[config.mk]
export PLATFORM = sky130hd
export DESIGN_NAME = ahb_cmd_manager
export DESIGN_NICKNAME = d
export VERILOG_FILES = /design/src/rtl/ahb_cmd_manager.sv
export SDC_FILE = /design/constraint.sdc
export NUM_CORES = 1
export LEC_CHECK = 0
export CAP_MARGIN = 10
export CORE_UTILIZATION = 30
export CTS_CLUSTER_DIAMETER = 100
export DETAILED_ROUTE_END_ITERATION = 8
export GPL_TIMING_DRIVEN = 0
export SKIP_CTS_REPAIR_TIMING = 1
export SYNTH_ARGS = -nofsm -noshare
export SYNTH_HDL_FRONTEND = slang
export SYNTH_SLANG_ARGS = --single-unit
[constraint.sdc]
create_clock -name clk -period 3.2 [get_ports clk]
set_clock_uncertainty 0.05 [all_clocks]
set_input_delay 0.96 -clock clk [delete_from_list [all_inputs] [get_ports clk]]
set_output_delay 0.96 -clock clk [all_outputs]
set_load 0.1 [all_outputs]
[src/rtl/ahb_cmd_manager.sv]
// AHB manager that turns a valid/ready command stream into pipelined single transfers.
// One address phase (A) and one data phase (D) in flight; an ERROR response aborts the queued A.
module ahb_cmd_manager #(
    parameter int AddrWidth = 32,
    parameter int DataWidth = 32
) (
    input  logic                 clk,
    input  logic                 reset,
    input  logic                 cmdValid,
    output logic                 cmdReady,
    input  logic                 cmdWrite,
    input  logic [AddrWidth-1:0] cmdAddr,
    input  logic [DataWidth-1:0] cmdWData,
    output logic                 rspValid,
    output logic [DataWidth-1:0] rspRData,
    output logic                 rspError,
    output logic                 rspAbort,
    output logic [1:0]           trans,
    output logic [AddrWidth-1:0] addr,
    output logic                 write,
    output logic [DataWidth-1:0] wData,
    input  logic [DataWidth-1:0] rData,
    input  logic                 ready,
    input  logic                 resp
);

    localparam logic [1:0] TransIdle   = 2'b00;
    localparam logic [1:0] TransNonseq = 2'b10;

    logic                 aValid_q, aValid_d;
    logic                 aWrite_q, aWrite_d;
    logic [AddrWidth-1:0] aAddr_q, aAddr_d;
    logic [DataWidth-1:0] aWData_q, aWData_d;
    logic                 dValid_q, dValid_d;
    logic                 dWrite_q, dWrite_d;
    logic [DataWidth-1:0] dWData_q, dWData_d;
    logic                 errHold_q, errHold_d;
    logic                 abortPend_q, abortPend_d;
    logic                 rspValid_q, rspValid_d;
    logic [DataWidth-1:0] rspRData_q, rspRData_d;
    logic                 rspError_q, rspError_d;
    logic                 rspAbort_q, rspAbort_d;

    logic busReady;
    logic errCycle1;
    logic phaseDone;
    logic advance;
    logic accept;

    // Bus ready only matters while a data phase is outstanding.
    assign busReady  = ~dValid_q | ready;
    assign errCycle1 = dValid_q & ~ready & resp;
    assign phaseDone = dValid_q & ready;
    assign advance   = busReady & ~errHold_q;
    assign cmdReady  = (~aValid_q | busReady) & ~abortPend_q & ~errHold_q;
    assign accept    = cmdValid & cmdReady;

    always_comb begin
        aValid_d    = aValid_q;
        aWrite_d    = aWrite_q;
        aAddr_d     = aAddr_q;
        aWData_d    = aWData_q;
        dValid_d    = dValid_q;
        dWrite_d    = dWrite_q;
        dWData_d    = dWData_q;
        errHold_d   = errHold_q;
        abortPend_d = abortPend_q;
        rspValid_d  = 1'b0;
        rspRData_d  = '0;
        rspError_d  = 1'b0;
        rspAbort_d  = 1'b0;

        if (phaseDone) begin
            rspValid_d = 1'b1;
            rspRData_d = dWrite_q ? '0 : rData;
            rspError_d = resp;
        end else if (abortPend_q && !dValid_q) begin
            // Abort response trails the failed transfer's response by one cycle.
            rspValid_d  = 1'b1;
            rspError_d  = 1'b1;
            rspAbort_d  = 1'b1;
            abortPend_d = 1'b0;
            errHold_d   = 1'b0;
        end

        if (advance) begin
            dValid_d = aValid_q;
            dWrite_d = aWrite_q;
            dWData_d = aWData_q;
            aValid_d = accept;
        end else begin
            if (phaseDone) begin
                dValid_d = 1'b0;
                if (!abortPend_q) begin
                    errHold_d = 1'b0;
                end
            end
            // First error cycle: cancel the queued address phase so the bus goes IDLE.
            if (errCycle1) begin
                errHold_d = 1'b1;
                if (aValid_q) begin
                    aValid_d    = 1'b0;
                    abortPend_d = 1'b1;
                end
            end
            if (accept) begin
                aValid_d = 1'b1;
            end
        end

        if (accept) begin
            aWrite_d = cmdWrite;
            aAddr_d  = cmdAddr;
            aWData_d = cmdWrite ? cmdWData : '0;
        end
    end

    always_ff @(posedge clk) begin
        if (reset) begin
            aValid_q    <= 1'b0;
            aWrite_q    <= 1'b0;
            aAddr_q     <= '0;
            aWData_q    <= '0;
            dValid_q    <= 1'b0;
            dWrite_q    <= 1'b0;
            dWData_q    <= '0;
            errHold_q   <= 1'b0;
            abortPend_q <= 1'b0;
            rspValid_q  <= 1'b0;
            rspRData_q  <= '0;
            rspError_q  <= 1'b0;
            rspAbort_q  <= 1'b0;
        end else begin
            aValid_q    <= aValid_d;
            aWrite_q    <= aWrite_d;
            aAddr_q     <= aAddr_d;
            aWData_q    <= aWData_d;
            dValid_q    <= dValid_d;
            dWrite_q    <= dWrite_d;
            dWData_q    <= dWData_d;
            errHold_q   <= errHold_d;
            abortPend_q <= abortPend_d;
            rspValid_q  <= rspValid_d;
            rspRData_q  <= rspRData_d;
            rspError_q  <= rspError_d;
            rspAbort_q  <= rspAbort_d;
        end
    end

    assign trans    = aValid_q ? TransNonseq : TransIdle;
    assign addr     = aAddr_q;
    assign write    = aWrite_q;
    assign wData    = dWData_q;
    assign rspValid = rspValid_q;
    assign rspRData = rspRData_q;
    assign rspError = rspError_q;
    assign rspAbort = rspAbort_q;

endmodule

==> metrics.cfg, run 1 <==
[outcome]
status=complete, no violations

[sta]
setup_viol=0
fmax_ghz=0.317
fin_ws_ns=0.0472
tns_ns=0
drv_slew=0
hold_violations=0
rsz0062_at_grt=no
layout_min_cycle_time_ns=3.15
worst_pin_slew_ns=1.05
slew_headroom_pct=30.0
hold_ws_ns=0.412
post-route-period-util_pct=98.5

[cells_and_area]
multi_input_area_um2=1970
antenna_cells=0
fin_cells=1009
regArea_um2=2740
drive_above_1_share_pct=10.9
finish.utilization_pct=48.4
finalNetCount=879
syn2layout_area_growth_pct=58.1
fillers=1610
final_area_um2=7960

[min_path]
min_path_type=flip-flop to flip-flop
worst_hold_path.num_cells=2

[logic_synthesis]
postSynthCellCount=557
synthMuxAreaShare_pct=0
synth_xor_area_share_pct=0
yosysWarnings=0
synth_area_per_cell_um2=9.04
synth_compound_area_share_pct=22.0
yosys.area_share.simple_pct=16.7
syn-num-nets=659
syn-cell-area_um2=5040
synth_flop_cell=dfxtp_1
ys_seq_area_share_pct=54.4
synth_top_family_by_area=compound AO/OA/AOI/OAI gates
yosys.area_share.adder_pct=0
ys_ff_latch=137
synth_edf_count=0
synthArstFlopShare_pct=0
synth.distinct_cells=31

[floorplanning]
pin_count=205
start_util_pct=30.6
fp.dieArea_um2=17300
die_y_um=132
std_cell_rows=47
die_width_um=132
core_area_um2=16500

[cts]
clk_path_buf_depth=2
root_buffer=clkbuf_16
cts_tree=done
cts_buffers=17
htreeDepth=4
cts.sink_count=137
clk_pin_slew_ns=0.06
clk_latency_ns=0.41

[placement]
dp_hpwl_um=12200
dpl_cell_area_um2=7350
place_ws_ns=-1.26
dp_cells=978
port_buffers=201
gp_congestion=0.763

[global_routing]
grt_use_total_pct=19.0
top_usage_layer=met2
grtUsageMet1_pct=21.8
grt_use_met3_pct=7.21
grt_pass1_vias=4995
grt_pass1_wl_um=25700
grt-ovfl-total=0
grt_max_degree=17
antenna_found_initial=0
met2_usage_pct=32.5

[power_and_ir_drop]
power_mw=4.68
leakagePower_nw=2.80
peakVddDrop_v=0.000358
p_per_area_nw_per_um2=588

[setup_path]
path_class=flip-flop to output port
crit_fanout=6
startpoint_type=flip-flop
cp.arrival_ns=2.14
worstPathRequired_ns=2.19
worstSetupEndpointType=output port
worst_r2r_path_depth=5

[detailed_routing]
antenna_left=0
drc=0
drtIter0Drc=219
routed_wl_um=16300
drt_pre_antenna_iters=5
avgViaCountPerCell=4.92
vias=4967
wl_per_cell_um=16.2

[job]
max-cap-violations=0

==> logic make-up (layout without fill, tap and decap cells) <==
logic type / Yosys count / after routing
other: 1 / 1
AO/OA/AOI/OAI: 205 / 205
AND/OR/NAND/NOR: 147 / 147
flip-flops: 137 / 137
buffers and inverters: 67 / 299
==> registers in the layout, indices dropped and copies added, names as in the netlist <==
| signal | count |
|---|---|
| dValid_q | 1 |
| rspRData | 32 |
| rspError | 1 |
| addr | 32 |
| rspAbort | 1 |
| abortPend_q | 1 |
| aWData_q | 32 |
| rspValid | 1 |
| wData | 32 |
| aValid_q | 1 |
| write | 1 |
| errHold_q | 1 |
| dWrite_q | 1 |
==> layout by cell type (no fill, tap or decap), types with 2 or more instances in the layout <==
cell,netlist,final
buf_4,5,5
bufinv_16,0,3
clkdlybuf4s50_1,0,199
buf_6,6,8
nand2b_1,2,2
dfxtp_1,137,137
buf_2,18,16
buf_1,3,3
nor2_1,2,2
o21ai_0,40,40
clkinv_2,0,3
clkbuf_8,0,5
inv_1,2,2
a21oi_1,103,103
nand3b_1,2,2
nand3_1,67,67
clkbuf_2,1,2
clkbuf_16,0,17
nand4_1,32,32
o21ai_1,39,39
and2_1,32,32
o21ai_2,20,20
clkbuf_1,31,33
nand2_1,3,3
==> Yosys cell counts (2+ instances only) <==
master    number  share of area, %
and2_1        32               4.0
nand3_1       67               6.7
clkbuf_1      31               2.3
nor2_1         2              0.15
buf_6          6               1.3
nand4_1       32               4.0
nand2b_1       2              0.25
inv_1          2              0.15
o21ai_1       39               3.9
nand3b_1       2              0.30
dfxtp_1      137                54
buf_1          3              0.22
buf_2         18               1.8
a21oi_1      103                10
nand2_1        3              0.22
buf_4          5              0.75
o21ai_2       20               3.5
o21ai_0       40               4.0
==> power by group <==
group | internal (mW) | switching [mW]
clock | 1.32 | 0.709
combinational | 0.271 | 0.567
sequential | 1.77 | 0.0386
==> layout make-up <==
| class | instances | share of cell area, % |
|---|---|---|
| flip-flops and latches | 137 | 34.4 |
| repair buffers | 201 | 25.3 |
| multi-input cells | 353 | 24.7 |
| clock buffers | 24 | 6.30 |
| plain buffers | 64 | 4.27 |
| well taps | 220 | 3.46 |
| clock inverters | 7 | 1.43 |
| inverters | 3 | 0.141 |
==> per-layer routing <==
metal  up-vias  share of wire, %
met3        14               7.7
met1      2364                41
met4         0               1.2
met2       169                50
li1       2420                 -
met5         -                 0
==> critical path, stage by stage (launching register included) <==
cell	delay, ns
dfxtp_1	0.43
buf_4	0.14
clkdlybuf4s50_1	1.15
==> path summary, 6_finish.rpt <==
check                           slack, ns                       from                   endpoint
worst max register to register       1.52     abortPend_q$_SDFF_PP0_  aWData_q[15]$_SDFFE_PP0P_
worst min-delay path                 0.41  aWData_q[28]$_SDFFE_PP0P_  aWData_q[28]$_SDFFE_PP0P_
worst min register to register       0.41  aWData_q[28]$_SDFFE_PP0P_  aWData_q[28]$_SDFFE_PP0P_
worst max-delay path                 0.05      aValid_q$_SDFFE_PP0P_                   trans[1]
(Power assumes the default switching activity.)
==> run 2, diff against run 1 <==
Settings changed: ABC_CLOCK_PERIOD_IN_PS from default to 3200.
==> results of run 2 <==
Same layout as run 1: the final DEF is identical, and so are final timing and power.
==> run 3, diff against run 2 <==
Settings changed: DONT_BUFFER_PORTS from default to 1, SKIP_LAST_GASP from default to 1.
==> metrics.cfg, run 3 (synthesis gave the netlist of run 1 again) <==
[outcome]
status=complete, no violations

[global_routing]
grtUsageMet1_pct=19.8  ; -2.0 points
grt_use_total_pct=17.6  ; -1.5 points
grt_max_degree=17  ; unchanged
grt_use_met3_pct=6.64  ; -0.58 points
antenna_found_initial=0  ; unchanged
grt_pass1_wl_um=23200  ; -9.5%
top_usage_layer=met2
met2_usage_pct=29.6  ; -2.9 points
grt_pass1_vias=4405  ; -12%
grt-ovfl-total=0  ; unchanged

[cts]
clk_path_buf_depth=2  ; unchanged
cts_tree=done
clk_pin_slew_ns=0.06  ; about the same
clk_latency_ns=0.42  ; about the same
root_buffer=clkbuf_16
htreeDepth=4  ; unchanged
cts.sink_count=137  ; unchanged
cts_buffers=17  ; unchanged

[setup_path]
rr_endpoint=dValid_q$_SDFFE_PP0P_
path_class=input port to output port
worstPathRequired_ns=2.19  ; about the same
cp.buffers_inverters=1  ; -1
slowest_stage=nor3_4
worstSetupEndpointType=output port
startpoint_type=input port
r2r_setup_slack_ns=1.47  ; -0.05 ns
path_cells=and3b_2 > buf_6 > nor3_4
crit_family=simple AND/OR/NAND/NOR gates
crit_fanout=14  ; +8
cp.arrival_ns=2.15  ; about the same
slowest_delay_ns=0.79  ; -0.36 ns
worst_r2r_path_depth=5  ; unchanged
r2r-start=errHold_q$_SDFF_PP0_

[cells_and_area]
layout_commonest_cell=dfxtp_1
finish.utilization_pct=36.2  ; -12 points
antenna_cells=0  ; unchanged
drive_above_1_share_pct=14.8  ; +3.9 points
syn2layout_area_growth_pct=18.4
layout_common_cells=dfxtp_1 (137), a21oi_1 (103), nand3_1 (67)
finalNetCount=678  ; -23%

[job]
max-cap-violations=0  ; unchanged

[sta]
drv_slew=0  ; unchanged
post-route-period-util_pct=98.6  ; about the same
slew_headroom_pct=28.0  ; -2.0 points
worst_pin_slew_ns=1.08  ; +0.0318 ns
rsz0062_at_grt=no
fmax_ghz=0.317  ; about the same
layout_min_cycle_time_ns=3.16  ; +0.00225 ns
fin_ws_ns=0.0449  ; -0.00225 ns
tns_ns=0  ; unchanged
setup_viol=0  ; unchanged
hold_violations=0  ; unchanged

[min_path]
min_from=aWData_q[1]$_SDFFE_PP0P_
min_path_type=flip-flop to flip-flop
worst_hold_path.num_cells=2  ; unchanged
whs_endpoint=aWData_q[1]$_SDFFE_PP0P_

[power_and_ir_drop]
peakVddDrop_v=0.000355  ; -0.84%
power_mw=4.52  ; -3.4%
p_per_area_nw_per_um2=759  ; +29%
leakagePower_nw=2.05  ; -27%

[floorplanning]
die_width_um=132  ; unchanged
start_util_pct=30.6  ; unchanged
core_area_um2=16500  ; unchanged
die_y_um=132  ; unchanged
fp.dieArea_um2=17300  ; unchanged
std_cell_rows=47  ; unchanged
pin_count=205  ; unchanged

[detailed_routing]
wl_per_cell_um=18.8  ; +16%
drtIter0Drc=177  ; -19%
avgViaCountPerCell=5.28  ; +7.2%
vias=4265  ; -14%
drc=0  ; unchanged
drt_pre_antenna_iters=6  ; +1
antenna_left=0  ; unchanged
routed_wl_um=15200  ; -7.1%

[placement]
dp_hpwl_um=11300  ; -6.9%
port_buffers=0  ; -100%
gp_congestion=0.736  ; -3.5%
place_ws_ns=-0.134  ; +1.13 ns

[run 3: changes by cell type in the layout (fill, tap and decap cells not counted), sizes merged]
cell	before	now
clkinvlp	0	3
clkdlybuf4s50	199	0
bufinv	3	4
clkinv	4	3
buf	33	32
clkbuf	57	52
inv	3	4
[run 3: worst max path at each step]
stage,start,end,slack (ns),depth (start not counted)
CTS,ready,cmdReady,-0.14,4
global placement,ready,cmdReady,-0.13,4
floorplan,ready,cmdReady,0.001,4
finish,ready,cmdReady,0.04,3
global route,ready,cmdReady,0.02,3
detailed placement,ready,cmdReady,-0.13,4
[run 3: per-layer routing]
metal,share of wire (%),vias to the layer above
met4,2.1,0
met3,7.8,18
met5,0,-
li1,-,2022
met2,49,182
met1,41,2043
[run 3: report_power, final]
| part | switching, mW | internal (mW) |
|---|---|---|
| Combinational | 0.200 | 0.0930 |
| Clock | 0.740 | 1.34 |
| Sequential | 0.376 | 1.77 |
| Total | 1.32 | 3.21 |
[run 3: worst min-delay path, stage by stage (launching register included)]
cell,delay (ns)
dfxtp_1,0.32
o21ai_2,0.05
a21oi_1,0.05
[run 3: layout make-up]
type | instances | area [um^2]
multi-input cells | 353 | 1970
fillers | 1714 | 10500
clock inverters | 11 | 170
well taps | 220 | 275
plain buffers | 62 | 325
repair buffers | 2 | 15.0
clock buffers | 20 | 457
flip-flops and latches | 137 | 2740
inverters | 3 | 11.3
[run 3: through the flow]
step	std cells	hold WS, ns	cell area, um^2
floorplan	557	0.389	5060
global placement	777	0.398	5340
detailed placement	777	0.407	5340
CTS	808	0.414	5960
global route	808	0.429	5960
finish	808	0.415	5960
